**src/rtl/adder_sum_accumulator_pkg.sv**
```systemverilog
// Shared definitions for the adder result path: state encodings and default widths.
package adder_sum_accumulator_pkg;

  localparam logic [1:0] ST_IDLE  = 2'd0;
  localparam logic [1:0] ST_ACCUM = 2'd1;
  localparam logic [1:0] ST_HOLD  = 2'd2;

  localparam int N_DEF     = 32;
  localparam int CNT_W_DEF = 8;

endpackage

```
**src/rtl/adder_sum_accumulator.sv**
```systemverilog
// Accumulates BLOCK_LEN adder results {cout, s} into a wide block total.
// Result appears 1 cycle after the closing sample; held until out_ready, input stalled meanwhile.
module adder_sum_accumulator
  import adder_sum_accumulator_pkg::*;
#(
  parameter int N         = N_DEF,
  parameter int CNT_W     = CNT_W_DEF,
  parameter int BLOCK_LEN = 4,
  parameter int ACC_W     = 41
) (
  input  logic             clk,
  input  logic             rst_n,
  input  logic             clr,
  input  logic             in_valid,
  output logic             in_ready,
  input  logic [N-1:0]     s,
  input  logic             cout,
  input  logic             flush,
  output logic             out_valid,
  input  logic             out_ready,
  output logic [ACC_W-1:0] out_acc,
  output logic [CNT_W-1:0] out_count,
  output logic             out_carry
);

  logic [1:0]       state_q, state_d;
  logic [ACC_W-1:0] acc_q, acc_d;
  logic [CNT_W-1:0] cnt_q, cnt_d;
  logic             carry_q, carry_d;
  logic [ACC_W-1:0] out_acc_q, out_acc_d;
  logic [CNT_W-1:0] out_cnt_q, out_cnt_d;
  logic             out_carry_q, out_carry_d;

  logic             accept;
  logic             close;
  logic [ACC_W-1:0] sample;
  logic [ACC_W-1:0] sum;
  logic [CNT_W-1:0] new_cnt;
  logic             new_carry;

  // Handshake outputs come straight from state so neither depends on any input.
  assign in_ready  = (state_q == ST_ACCUM);
  assign out_valid = (state_q == ST_HOLD);
  assign out_acc   = out_acc_q;
  assign out_count = out_cnt_q;
  assign out_carry = out_carry_q;

  assign accept    = in_valid && in_ready;
  assign sample    = ACC_W'({cout, s});
  assign sum       = acc_q + (accept ? sample : '0);
  assign new_cnt   = cnt_q + CNT_W'(accept);
  assign new_carry = carry_q | (accept & cout);
  // new_cnt is non-zero whenever a sample lands, so a bare flush on an empty block is dropped.
  assign close     = (state_q == ST_ACCUM) &&
                     ((accept && (new_cnt == CNT_W'(BLOCK_LEN))) || (flush && (new_cnt != '0)));

  always_comb begin
    state_d     = state_q;
    acc_d       = acc_q;
    cnt_d       = cnt_q;
    carry_d     = carry_q;
    out_acc_d   = out_acc_q;
    out_cnt_d   = out_cnt_q;
    out_carry_d = out_carry_q;
    if (clr) begin
      state_d     = ST_ACCUM;
      acc_d       = '0;
      cnt_d       = '0;
      carry_d     = 1'b0;
      out_acc_d   = '0;
      out_cnt_d   = '0;
      out_carry_d = 1'b0;
    end else begin
      case (state_q)
        ST_IDLE: state_d = ST_ACCUM;
        ST_ACCUM: begin
          if (close) begin
            out_acc_d   = sum;
            out_cnt_d   = new_cnt;
            out_carry_d = new_carry;
            acc_d       = '0;
            cnt_d       = '0;
            carry_d     = 1'b0;
            state_d     = ST_HOLD;
          end else begin
            acc_d   = sum;
            cnt_d   = new_cnt;
            carry_d = new_carry;
          end
        end
        ST_HOLD: begin
          if (out_ready) state_d = ST_ACCUM;
        end
        default: state_d = ST_IDLE;
      endcase
    end
  end

  always_ff @(posedge clk or negedge rst_n) begin
    if (!rst_n) begin
      state_q     <= ST_IDLE;
      acc_q       <= '0;
      cnt_q       <= '0;
      carry_q     <= 1'b0;
      out_acc_q   <= '0;
      out_cnt_q   <= '0;
      out_carry_q <= 1'b0;
    end else begin
      state_q     <= state_d;
      acc_q       <= acc_d;
      cnt_q       <= cnt_d;
      carry_q     <= carry_d;
      out_acc_q   <= out_acc_d;
      out_cnt_q   <= out_cnt_d;
      out_carry_q <= out_carry_d;
    end
  end

endmodule

```
**config.mk**
```make
export PLATFORM = sky130hd
export DESIGN_NAME = adder_sum_accumulator
export DESIGN_NICKNAME = d
export VERILOG_FILES = /design/src/rtl/adder_sum_accumulator_pkg.sv /design/src/rtl/adder_sum_accumulator.sv
export SDC_FILE = /design/constraint.sdc
export NUM_CORES = 1
export LEC_CHECK = 0
export ABC_AREA = 1
export BUFFER_PORTS_ARGS = -buffer_cell sky130_fd_sc_hd__buf_2
export CORE_ASPECT_RATIO = 0.6
export CORE_MARGIN = 2
export CORE_UTILIZATION = 45
export CTS_BUF_LIST = sky130_fd_sc_hd__clkbuf_16
export CTS_CLUSTER_DIAMETER = 100
export CTS_CLUSTER_SIZE = 14
export DETAILED_ROUTE_END_ITERATION = 7
export PLACE_DENSITY = 0.62
export SLEW_MARGIN = 20
export SYNTH_ARGS = -nofsm -noshare
export SYNTH_HDL_FRONTEND = slang
export SYNTH_SLANG_ARGS = --single-unit
```
**constraint.sdc**
```tcl
create_clock -name clk -period 2.6 [get_ports clk]
set_input_delay 0.39 -clock clk [delete_from_list [all_inputs] [get_ports clk]]
set_output_delay 0.39 -clock clk [all_outputs]
set_load 0.02 [all_outputs]
```
==> impl_metrics.json <==
{
  "ctsRootBufferMaster": "clkbuf_16",
  "period_needed_ps": 2620,
  "ctsHtreeMaxLevel": 3,
  "grt_overflow": 0,
  "io_pins": 91,
  "final_cell_mix": "nand2_1, inv_1, buf_4",
  "skew_ps": 15.7,
  "slowest_stage": "dfrtp_1",
  "grtUsageMet2": 0.365,
  "min_period_over_period": 1.01,
  "worstSetupPathType": "register to register",
  "port_buffers": 90,
  "power_uw": 5330,
  "die_y_um": 104,
  "grt_usage": 0.282,
  "grt_pass1_wl_mm": 38.8,
  "ys_warn_count": 0,
  "cap_violations": 0,
  "dieArea_um2": 17600,
  "ys_types": 32,
  "critPathCapture": "out_acc[19]",
  "cpMostUsedCell": "nand2_1",
  "status": "complete, but fails checks",
  "core_um2": 16200,
  "nNetsFinal": 1467,
  "numCtsBuffers": 9,
  "synth_edf_count": 0,
  "antenna_found_initial": 0,
  "finalSetupViolations": 2,
  "cts.sinks": 102,
  "synthArstFlopShare": 1.00,
  "avgSynthCellArea_um2": 6.26,
  "switching_share": 0.382,
  "grt_busiest_layer": "met1",
  "grt_pass1_vias": 7259,
  "violations": "negative setup slack",
  "crit_required_ps": 2900,
  "avgViaCountPerCell": 4.94,
  "synth_top_cell_area_share": 0.343,
  "p_sw_uw": 2040,
  "r2r_slack_ps": -20,
  "yosysSeqAreaShare": 0.343,
  "crit_fanout": 20,
  "cp-startpoint": "state_q[0]",
  "synth_xor_area_frac": 0.0271,
  "power.density_nw_per_um2": 539,
  "globalRouteMet3Util": 0.0665,
  "use_met1": 0.472,
  "worstPathArrival_ps": 2920,
  "slew_viol_final": 0,
  "worst_setup_path_start_kind": "register",
  "synth_top_family_by_area": "simple AND/OR/NAND/NOR gates",
  "wl_mm": 25.4,
  "path_cells": "inv_2, nor2_4, nand2_4, buf_12, nor2_1, ha_1, nand2_1, nor2_1, buf_4, nand2_1, nor2_1, nand2_1, nand3_1, buf_4, xor2_1, nand2_1, nand2_1",
  "grt_max_degree": 51,
  "num_rows": 36,
  "wl_per_cell_um": 15.8,
  "utilization": 0.610,
  "drc": 0,
  "p_leak_uw": 0.00594,
  "r2r_start": "state_q[0]",
  "timing.fmax_mhz": 382,
  "ir_drop_uv": 345,
  "synth_flop_cell": "dfrtp_1",
  "diodes": 0,
  "synth_seq_cells": 102,
  "die_w_um": 170,
  "muxShareOfSynthArea": 0,
  "cts_buffer_depth": 2,
  "antenna_left": 0,
  "syn2layout_area_growth_pct": 33.0,
  "layout_setup_ws_ps": -19.5,
  "netlist_instances": 1189,
  "rsz0062_at_grt": "yes",
  "syn_nets": 1264,
  "p_clk_frac": 0.254,
  "synth_compound_area_frac": 0.0345,
  "cts_tree": "built",
  "drtPass1Iterations": 5,
  "power_frac_comb": 0.403,
  "holdCritPathClass": "input pin to register",
  "whs_ps": 315,
  "layout_commonest_cell": "nand2_1",
  "reg2regPathDepth": 17,
  "yosys.area_share.simple": 0.420,
  "maxSlewHeadroom": 0.573,
  "gp_congestion": 1.01,
  "dp_hpwl_mm": 19.4,
  "crit-reg2reg-capture": "out_acc[19]",
  "synth.cell_area_um2": 7440,
  "path_clk_slew_ps": 80,
  "power.share.sequential": 0.343,
  "worstSkewPairLatency_ps": 360,
  "drive_gt1_frac": 0.248,
  "ys_top_cells_by_area": "dfrtp_1, nand2_1, inv_1",
  "finalHoldViolCount": 0,
  "end_kind": "register",
  "synthAdderAreaFrac": 0.0616,
  "crit_path_max_incr_delay_ps": 390,
  "dr_total_vias": 7936,
  "drt_iter0_drc": 706,
  "p_int_uw": 3290,
  "initial_utilization": 0.459,
  "worst_slew_pin_slew_ps": 639,
  "setup_tns_ps": -32.9,
  "synth.largest_area_cell": "dfrtp_1"
}
[worst max-delay path: cells and delay by family, from the launching register on]
family	cells	cell delay (ps)
buf+inv	4	540
flops	1	390
xor+xnor	1	230
fa+ha+maj	1	360
simple gates	11	1020
[cell families (layout without fill, tap and decap cells)]
group	count (synthesis)	in the layout
xor+xnor	23	23
buf+inv	209	417
fa+ha+maj	36	36
simple gates	773	773
flops	102	102
compound gates	46	46
[layer usage]
metal	routed length, um	vias to the layer above
li1	-	4017
met1	13700	3629
met2	9480	274
met3	2070	16
met4	149	0
met5	0	-
[layout make-up]
class / instances / area (um2)
Tap cell: 209 / 262
Inverter: 183 / 687
Clock inverter: 7 / 60.1
Fill cell: 1607 / 6320
Sequential cell: 102 / 2550
Multi-Input combinational cell: 878 / 4490
Clock buffer: 9 / 225
Timing Repair Buffer: 218 / 1620
[worst min-delay path by stage]
stage / to / start / cells after the start
after detailed placement: out_count[7] / rst_n / 1
after global placement: cnt_q[1] / rst_n / 1
after floorplan: acc_q[0] / rst_n / 0
after global routing: carry_q / clr / 2
after CTS: carry_q / clr / 2
final: carry_q / clr / 2
[flip-flops by register name, indices dropped and copies added (netlist names)]
signal and flops:
carry_q 1, out_count 8, out_carry 1, out_acc 41, state_q 2, acc_q 41
cnt_q 8
[cell usage after synthesis (6+ instances only)]
library cell and n:
nand2_1 525, inv_1 183, buf_6 6, xor2_1 17
a21oi_1 21, dfrtp_1 102, clkbuf_1 7, nor2_1 117
nand3_1 99, ha_1 35, o21ai_0 17, xnor2_1 6
[power by group through the flow]
stage | clock network [uW] | logic (uW) | registers (uW)
after floorplan | 0 | 931 | 1890
after global placement | 0 | 1830 | 1840
after detailed placement | 0 | 1840 | 1840
after CTS | 1360 | 1870 | 1820
after global routing | 1430 | 2330 | 1850
final | 1350 | 2150 | 1830
[repair_timing]
item | 4_1_cts | 5_1_grt
setup buffers | 3 | 4
cloned | 0 | 3
hold buffers | 1 | 0
setup endpoints to repair | 100 | 101
resized for setup | 12 | 108
endpoints found under the hold margin | 27 | 0
pin swaps | 2 | 4
[per-stage QoR]
step                      instances  setup slack (ps)  instance area [um2]
after floorplan                1189               101                 7440
after global placement         1579              -278                 9030
after detailed placement       1579              -275                 9030
after CTS                      1599             -15.0                 9390
after global routing           1606              -209                 9900
final                          1606             -19.5                 9900
No activity file was read; power rests on OpenSTA's default activity.
